--- config.mk ---
export PLATFORM = sky130hd
export DESIGN_NAME = rr_arbiter16
export DESIGN_NICKNAME = d
export VERILOG_FILES = /design/src/rtl/rr_arbiter16.sv
export SDC_FILE = /design/constraint.sdc
export NUM_CORES = 1
export LEC_CHECK = 0
export ABC_AREA = 1
export BUFFER_PORTS_ARGS = -buffer_cell sky130_fd_sc_hd__buf_4
export CAP_MARGIN = 20
export CORE_MARGIN = 4
export CORE_UTILIZATION = 28
export DETAILED_ROUTE_END_ITERATION = 16
export SYNTH_ARGS = -nofsm -noshare
export SYNTH_HDL_FRONTEND = slang
export SYNTH_SLANG_ARGS = --single-unit
--- constraint.sdc ---
create_clock -name clk -period 9.4 [get_ports clk]
set_clock_uncertainty 0.15 [all_clocks]
set_input_delay 0.94 -clock clk [delete_from_list [all_inputs] [get_ports clk]]
set_output_delay 0.94 -clock clk [all_outputs]
set_load 0.1 [all_outputs]
--- src/rtl/rr_arbiter16.sv ---
// Round-robin arbiter for 16 requesters with one-hot and indexed grant outputs.
// A grant is held until done, request drop, or a MAX_HOLD-cycle timeout.
module rr_arbiter16 #(
    parameter int unsigned MAX_HOLD = 8,
    parameter int unsigned CNTW     = 8
) (
    input  logic        clk,
    input  logic        rst,
    input  logic [15:0] req,
    input  logic        done,
    output logic [15:0] gnt,
    output logic [3:0]  gnt_idx,
    output logic        gnt_valid,
    output logic        timeout
);

    localparam int unsigned NREQ = 16;
    localparam int unsigned IDXW = 4;

    typedef enum logic {
        IDLE  = 1'b0,
        GRANT = 1'b1
    } state_t;

    state_t            state, state_nxt;
    logic [IDXW-1:0]   ptr, ptr_nxt;
    logic [CNTW-1:0]   hold_cnt, hold_nxt;
    logic [NREQ-1:0]   gnt_nxt;
    logic [IDXW-1:0]   idx_nxt;
    logic              valid_nxt;
    logic              timeout_nxt;

    logic              found;
    logic [IDXW-1:0]   win;
    logic [IDXW-1:0]   cand;
    logic              hold_expired;
    logic              owner_req;

    // State and registered outputs
    always_ff @(posedge clk or posedge rst) begin
        if (rst) begin
            state     <= IDLE;
            ptr       <= '0;
            hold_cnt  <= '0;
            gnt       <= '0;
            gnt_idx   <= '0;
            gnt_valid <= 1'b0;
            timeout   <= 1'b0;
        end else begin
            state     <= state_nxt;
            ptr       <= ptr_nxt;
            hold_cnt  <= hold_nxt;
            gnt       <= gnt_nxt;
            gnt_idx   <= idx_nxt;
            gnt_valid <= valid_nxt;
            timeout   <= timeout_nxt;
        end
    end

    // Winner search, release detection and next-state logic
    always_comb begin
        state_nxt   = state;
        ptr_nxt     = ptr;
        hold_nxt    = hold_cnt;
        gnt_nxt     = gnt;
        idx_nxt     = gnt_idx;
        valid_nxt   = gnt_valid;
        timeout_nxt = 1'b0;
        found       = 1'b0;
        win         = '0;
        cand        = '0;

        // First requester at or after ptr; 4-bit addition wraps 15 -> 0
        for (int unsigned off = 0; off < NREQ; off++) begin
            cand = ptr + IDXW'(off);
            if (!found && req[cand]) begin
                found = 1'b1;
                win   = cand;
            end
        end

        hold_expired = (MAX_HOLD != 0) && (hold_cnt == CNTW'(MAX_HOLD));
        owner_req    = req[gnt_idx];

        case (state)
            IDLE: begin
                if (found) begin
                    state_nxt = GRANT;
                    gnt_nxt   = NREQ'(1) << win;
                    idx_nxt   = win;
                    valid_nxt = 1'b1;
                    hold_nxt  = CNTW'(1);
                end
            end
            GRANT: begin
                if (done || !owner_req || hold_expired) begin
                    state_nxt   = IDLE;
                    gnt_nxt     = '0;
                    idx_nxt     = '0;
                    valid_nxt   = 1'b0;
                    ptr_nxt     = gnt_idx + IDXW'(1);
                    // done or a dropped request take precedence over the timeout
                    timeout_nxt = hold_expired && !done && owner_req;
                end else if (hold_cnt != '1) begin
                    hold_nxt = hold_cnt + CNTW'(1);
                end
            end
            default: begin
                state_nxt = IDLE;
            end
        endcase
    end

endmodule

==> results of run 1 <==
cell families (layout without fill, tap and decap cells):
logic type,after synthesis,count (layout),share of synthesized area
compound gates,46,46,0.0740
xor+xnor,11,11,0.0336
fa+ha+maj,10,10,0.0323
buf+inv,81,118,0.0960
flops,35,35,0.226
simple gates,442,442,0.538
routing by layer:
metal	up-vias	track usage
li1	2122	-
met1	1890	0.205
met2	109	0.252
met3	18	0.0175
met4	0	0.0402
met5	-	0
synthesized netlist by cell type (all sizes together) (3+ instances only):
library cell	count	area, um^2
a21oi	6	33.8
ha	10	125
nand4	26	208
nand3	110	576
clkbuf	3	11.3
dfrtp	35	876
o22ai	6	37.5
buf	11	104
nor3	7	35.0
xor2	8	96.4
xnor2	3	33.8
nand2	225	922
nor2	71	322
o21ai	24	135
inv	67	257
through the flow:
step | hold WS, ns | instances | area [um^2]
3_5_place_dp | 0.316 | 830 | 4300
3_3_place_gp | 0.322 | 830 | 4300
2_1_floorplan | 0.327 | 625 | 3870
5_1_grt | 0.359 | 838 | 4470
6_report | 0.334 | 838 | 4470
4_1_cts | 0.342 | 838 | 4470
critical path, stage by stage, from the launching register on:
cell and delay [ns]:
dfrtp_1 0.32, buf_4 0.32, inv_2 0.29, ha_1 0.56
inv_1 0.39, nand3_1 0.21, nand3_1 0.13, nand2_1 0.09
nand2_2 0.08, nand2_4 0.09, nor2_8 0.13, nand4_4 0.12
nor2_4 0.17, nand4_4 0.12, nor2_4 0.18, nand4_1 0.22
inv_1 0.16, nand2_1 0.06, nand2_1 0.09, nand2_1 0.06
a21oi_1 0.42, nor2_1 0.14, nand2_1 0.09, nand2_1 0.05
registers in the layout (all words and copies together), names as in the netlist:
register and count:
timeout 1, gnt_idx 4, gnt_valid 1, hold_cnt 8, ptr 4, state 1, gnt 16
path summary, 6_finish.rpt:
kind	startpoint	to	slack, ns	cells after the start
max in group asynchronous	rst	gnt_idx[2]$_DFFE_PP0P_	8.18	3
hold / removal	gnt_valid$_DFFE_PP0P_	gnt_valid$_DFFE_PP0P_	0.33	2
setup reg to reg	ptr[0]$_DFFE_PP0P_	gnt[14]$_DFFE_PP0P_	4.63	23
hold reg to reg	gnt_valid$_DFFE_PP0P_	gnt_valid$_DFFE_PP0P_	0.33	2
min in group asynchronous	rst	hold_cnt[4]$_DFFE_PP0P_	0.61	3
setup / recovery	ptr[0]$_DFFE_PP0P_	gnt[14]$_DFFE_PP0P_	4.63	23
final cells by class:
cell class                 instances  area [um^2]  share of cell area
timing repair buffer              43          323              0.0722
sequential                        35          876               0.196
tap                              176          220              0.0492
clock buffer                       6          139              0.0311
multi-input combinational        509         2620               0.586
inverter                          67          256              0.0574
clock inverter                     2         35.0             0.00783
==> impl_results.rst, run 1 <==
.. list-table::
   :header-rows: 1

   * - Metric
     - Value
   * - Final weighted congestion of routability-driven global placement
     - 0.891
   * - Async set or reset register ratio after synthesis
     - 1.00
   * - Post-route minimum period
     - 4.77 ns
   * - Share of post-route cells with drive strength above 1
     - 0.154
   * - Clk Latency, worst-skew pair
     - 0.28 ns
   * - Row count
     - 42
   * - Number of warnings issued by yosys
     - 0
   * - Final cycle utilization of the critical path
     - 0.508
   * - Count of unresolved DRC violations after routing
     - 0
   * - Post-placement worst setup slack
     - around 4.7 ns
   * - Count of vias placed by the detailed router
     - 4139
   * - Rel. slew slack
     - 0.503
   * - Clock tree from TritonCTS
     - built
   * - Met1 Routed Length
     - 5410 um
   * - Post-route setup TNS
     - 0 ns
   * - Clock sink count
     - 35
   * - Max_cap viols
     - 0
   * - Top_reg_cell synth
     - dfrtp_1
   * - Initial antenna violation count
     - 0
   * - Clock Tree Buf Depth
     - 2
   * - Nature of the critical path startpoint
     - register
   * - Post-route setup slack
     - 4.63 ns
   * - Commonest cells after routing, fill and taps aside
     - nand2_1, nand3_1, nor2_1
   * - Post-Synthesis Cell Area
     - 3870 um^2
   * - Count of distinct cell types in the synthesized netlist
     - 42
   * - Portion of the post-synthesis area used by sequential elements
     - 0.226
   * - Net count reported at finish
     - 690
   * - Number of buffers added by the clock tree synthesis step
     - 5
   * - Clock-pin slew on the worst setup and hold paths
     - 0.05 ns
   * - Vias per cell
     - 4.94
   * - Total routing usage reported by global routing
     - 0.150
   * - Final slew viol count
     - 0
   * - Horizontal die dimension
     - 126 um
   * - CORE AREA
     - 13400 um^2
   * - Buffers inserted during post-CTS setup optimization
     - 0
   * - Sort of element at the end of the critical path
     - register
   * - Via count of the first global-routing pass
     - approximately 3.9k
   * - Post-DR wirelength/cell
     - 14.2 um
   * - Most frequent standard cell in the layout excluding fill and tap cells
     - nand2_1
   * - Top layer reached by signal wires
     - met4
   * - Number of antenna-violating nets in the routed design
     - 0
   * - Data required time at the worst endpoint
     - approximately 9.4 ns
   * - DRT iter0 DRCs
     - 263
   * - Post-synthesis cell count
     - about 630
   * - Number of port buffers
     - 40
   * - Largest net degree at the start of global routing
     - 36
   * - Final wirelength
     - 11900 um
   * - Number of H-tree levels
     - 2
   * - Antenna diode count
     - 0
   * - Cell at the root of the clock tree
     - clkbuf_16
   * - Detail Route met2 WL
     - 5740 um
   * - DR pass1 iterations
     - 5
   * - Wire length of the first global-routing pass
     - 19800 um
   * - Fillers
     - 1480
   * - Total of flip-flops plus latches after synthesis
     - 35
   * - Starting Density
     - 0.289
   * - Syn avg cell area
     - 6.19 um^2
   * - Min-delay worst type
     - register to register
   * - Achievable frequency
     - 209 MHz
   * - Result of the run
     - completed
   * - Post-CTS Resized
     - 0
   * - Share of the core filled with cells in the final layout
     - 0.334
   * - Unrepaired setup endpoints after global routing
     - false
   * - Detailed placement HPWL
     - 9360 um
   * - Setup violators final
     - 0
   * - Syn Nets
     - 654
   * - Number of enable flip-flop cells after synthesis
     - 0
   * - Height of the chip
     - 126 um
   * - Layout Area Growth over Synthesis
     - 15.6%
   * - Post-cts hold buffer count
     - 0
   * - Least-Margin Pin Slew
     - about 0.74 ns
   * - I/O pin cnt
     - 41
   * - Number of hold violations in the final report
     - 0
   * - Type of the setup path with the least slack
     - register to register
   * - Arrival time of the worst setup path
     - 4.80 ns
   * - Gr ovfl total
     - 0
   * - DIE AREA
     - 15800 um^2
   * - Maximum net fanout on the critical path
     - 30
   * - Met3 routed WL
     - about 530 um
Power of run 1 is not shown: default switching activity piles up to over one toggle a cycle in this logic, so the estimate is an artifact.
==> run 2: changes to the inputs <==
- clock period: 9.4 -> 4.5 ns (I/O delays scaled with it)
==> run 2 against run 1 <==
Compared with the run above:
- sequential cell count stayed put
- setup slack worse by 4.0 ns
- sequential share of layout area is 0.12 points lower
- critical path depth is 3 lower
- core utilization is 0.21 points higher
- non-clock buffer count is 6 higher
- first-iteration DRC count is 19% higher
- maximum frequency is 23% higher
- critical endpoint is now gnt[2]$_DFFE_PP0P_
- largest cell class unchanged
- die area stayed put
- cell count is 0.72% higher
- final area is 0.62% higher
==> impl_results.rst, run 2 (synthesis gave the netlist of run 1 again) <==
.. list-table::
   :header-rows: 1

   * - Metric
     - Value
   * - Setup violators final
     - 0
   * - Clk Latency, worst-skew pair
     - 0.27 ns
   * - Height of the chip
     - roughly 130 um
   * - Wire length of the first global-routing pass
     - 19800 um
   * - Clock-pin slew on the worst setup and hold paths
     - around 0.05 ns
   * - Post-detailed-placement cell area
     - 4340 um^2
   * - Count of unresolved DRC violations after routing
     - 0
   * - Final instance area
     - ~4500 um^2
   * - Largest net degree at the start of global routing
     - 36
   * - Clock sink count
     - 35
   * - Post-route setup TNS
     - 0 ns
   * - Data required time at the worst endpoint
     - 4.56 ns
   * - Post-cts hold buffer count
     - 0
   * - Area of all sequential standard cells
     - ~900 um^2
   * - Commonest cells after routing, fill and taps aside
     - nand2_1, nand3_1, nor2_1
   * - Maximum net fanout on the critical path
     - 16
   * - I/O pin cnt
     - between 40 and 50
   * - Biggest regs
     - gnt: 16 flops, hold_cnt: 8 flops
   * - Final hold slack
     - 0.128 ns
   * - Layout Area Growth over Synthesis
     - 16.3%
   * - Share of post-route cells with drive strength above 1
     - 0.160
   * - Type of the setup path with the least slack
     - register to register
   * - Final slew viol count
     - 0
   * - Most frequent standard cell in the layout excluding fill and tap cells
     - nand2_1
   * - Nature of the critical path startpoint
     - register
   * - Post-route minimum period
     - 3.87 ns
   * - Detailed placement HPWL
     - between 9000 and 10000 um
   * - Min-delay worst type
     - input pin to async pin
   * - Number of antenna-violating nets in the routed design
     - 0
   * - Unrepaired setup endpoints after global routing
     - false
   * - Max_cap viols
     - 0
   * - Routing usage on met2
     - 0.261
   * - Sort of element at the end of the critical path
     - register
   * - Post-DR wirelength/cell
     - between 10 and 15 um
   * - Number of buffers added by the clock tree synthesis step
     - 5
   * - Cell at the root of the clock tree
     - clkbuf_16
   * - Final weighted congestion of routability-driven global placement
     - 0.932
   * - Via count of the first global-routing pass
     - 4094
   * - Final wirelength
     - 11800 um
   * - Achievable frequency
     - 259 MHz
   * - Starting Density
     - 0.289
   * - Arrival time of the worst setup path
     - about 3.9 ns
   * - DRT iter0 DRCs
     - ~310
   * - Post-CTS Resized
     - 0
   * - Count of vias placed by the detailed router
     - just over 4k
   * - Vias per cell
     - 4.87
   * - Non-filler instance count after layout
     - 844
   * - Buffers inserted during post-CTS setup optimization
     - 0
   * - Rel. slew slack
     - 0.534
   * - Placed insts
     - 836
   * - Clock Tree Buf Depth
     - 2
   * - Result of the run
     - completed
   * - Number of H-tree levels
     - 2
   * - Net count reported at finish
     - 696
   * - Number of port buffers
     - 40
   * - Biggest register
     - gnt
   * - Fillers
     - 1474
   * - CORE AREA
     - 13400 um^2
   * - Crit path from
     - ptr[1]$_DFFE_PP0P_
   * - Gr ovfl total
     - 0
   * - Horizontal die dimension
     - 126 um
   * - Clock tree from TritonCTS
     - built
   * - DR pass1 iterations
     - 6
   * - Antenna diode count
     - 0
   * - Launching point of the worst reg2reg path
     - ptr[1]$_DFFE_PP0P_
   * - Least-Margin Pin Slew
     - 0.691 ns
   * - Max reg flops
     - 16
   * - Routing layer with the top usage in global route
     - met2
   * - Total routing usage reported by global routing
     - 0.149
   * - Row count
     - 42
   * - Number of hold violations in the final report
     - 0
   * - Global-route track usage on met3
     - 0.0154
   * - Met1 global-route usage
     - 0.197
   * - Final cycle utilization of the critical path
     - 0.859
   * - DIE AREA
     - between 15000 and 20000 um^2
   * - Initial antenna violation count
     - 0
   * - Multi-input gate area
     - 2620 um^2
run 2: cell types whose count changed in the layout (fill, tap and decap cells not counted), sizes merged:
| cell | delta |
|---|---|
| clkbuf | +2 |
| clkinv | -1 |
| bufinv | -1 |
| buf | +6 |
run 2: critical path, stage by stage (launching register included):
cell	delay [ns]
dfrtp_1	0.37
inv_1	0.08
buf_4	0.24
ha_1	0.36
o21ai_0	0.29
inv_1	0.06
o21ai_0	0.55
inv_1	0.22
nand4_4	0.17
nor2_4	0.07
nand2_1	0.14
inv_1	0.08
nand2_1	0.06
nand3_1	0.08
nor2_1	0.12
nand3_1	0.08
nor2_1	0.25
nand2_1	0.12
nor2_1	0.15
nand2_1	0.08
nand2_1	0.07
run 2: per-layer routing:
layer	share of wire	wire, um
met4	0.018	212
met5	0	0
met1	0.45	5350
met2	0.48	5720
met3	0.043	511
run 2: layout make-up:
class,instances,share of cell area
clock buffer,8,0.0348
inverter,67,0.0570
multi-input combinational,509,0.583
sequential,35,0.195
tap,176,0.0489
timing repair buffer,49,0.0818
run 2: per-stage QoR:
stage / worst slack (ns) / utilization
6_report: 0.633 / 0.336
4_1_cts: 0.611 / 0.336
2_1_floorplan: 0.686 / -
5_1_grt: 0.254 / 0.336
3_3_place_gp: 0.604 / 0.324
3_5_place_dp: 0.651 / 0.324
run 2: final timing paths:
kind                                          endpoint  depth (start not counted)  slack, ns
worst max-delay path                gnt[2]$_DFFE_PP0P_                         20       0.63
worst min-delay path                gnt[2]$_DFFE_PP0P_                          3       0.13
worst max register to register      gnt[2]$_DFFE_PP0P_                         20       0.63
worst min register to register      gnt[1]$_DFFE_PP0P_                          2       0.33
max in group asynchronous       gnt_idx[1]$_DFFE_PP0P_                          3       3.76
min in group clk                     timeout$_DFF_PP0_                          2       0.20
Power of run 2 is left out for the same reason.
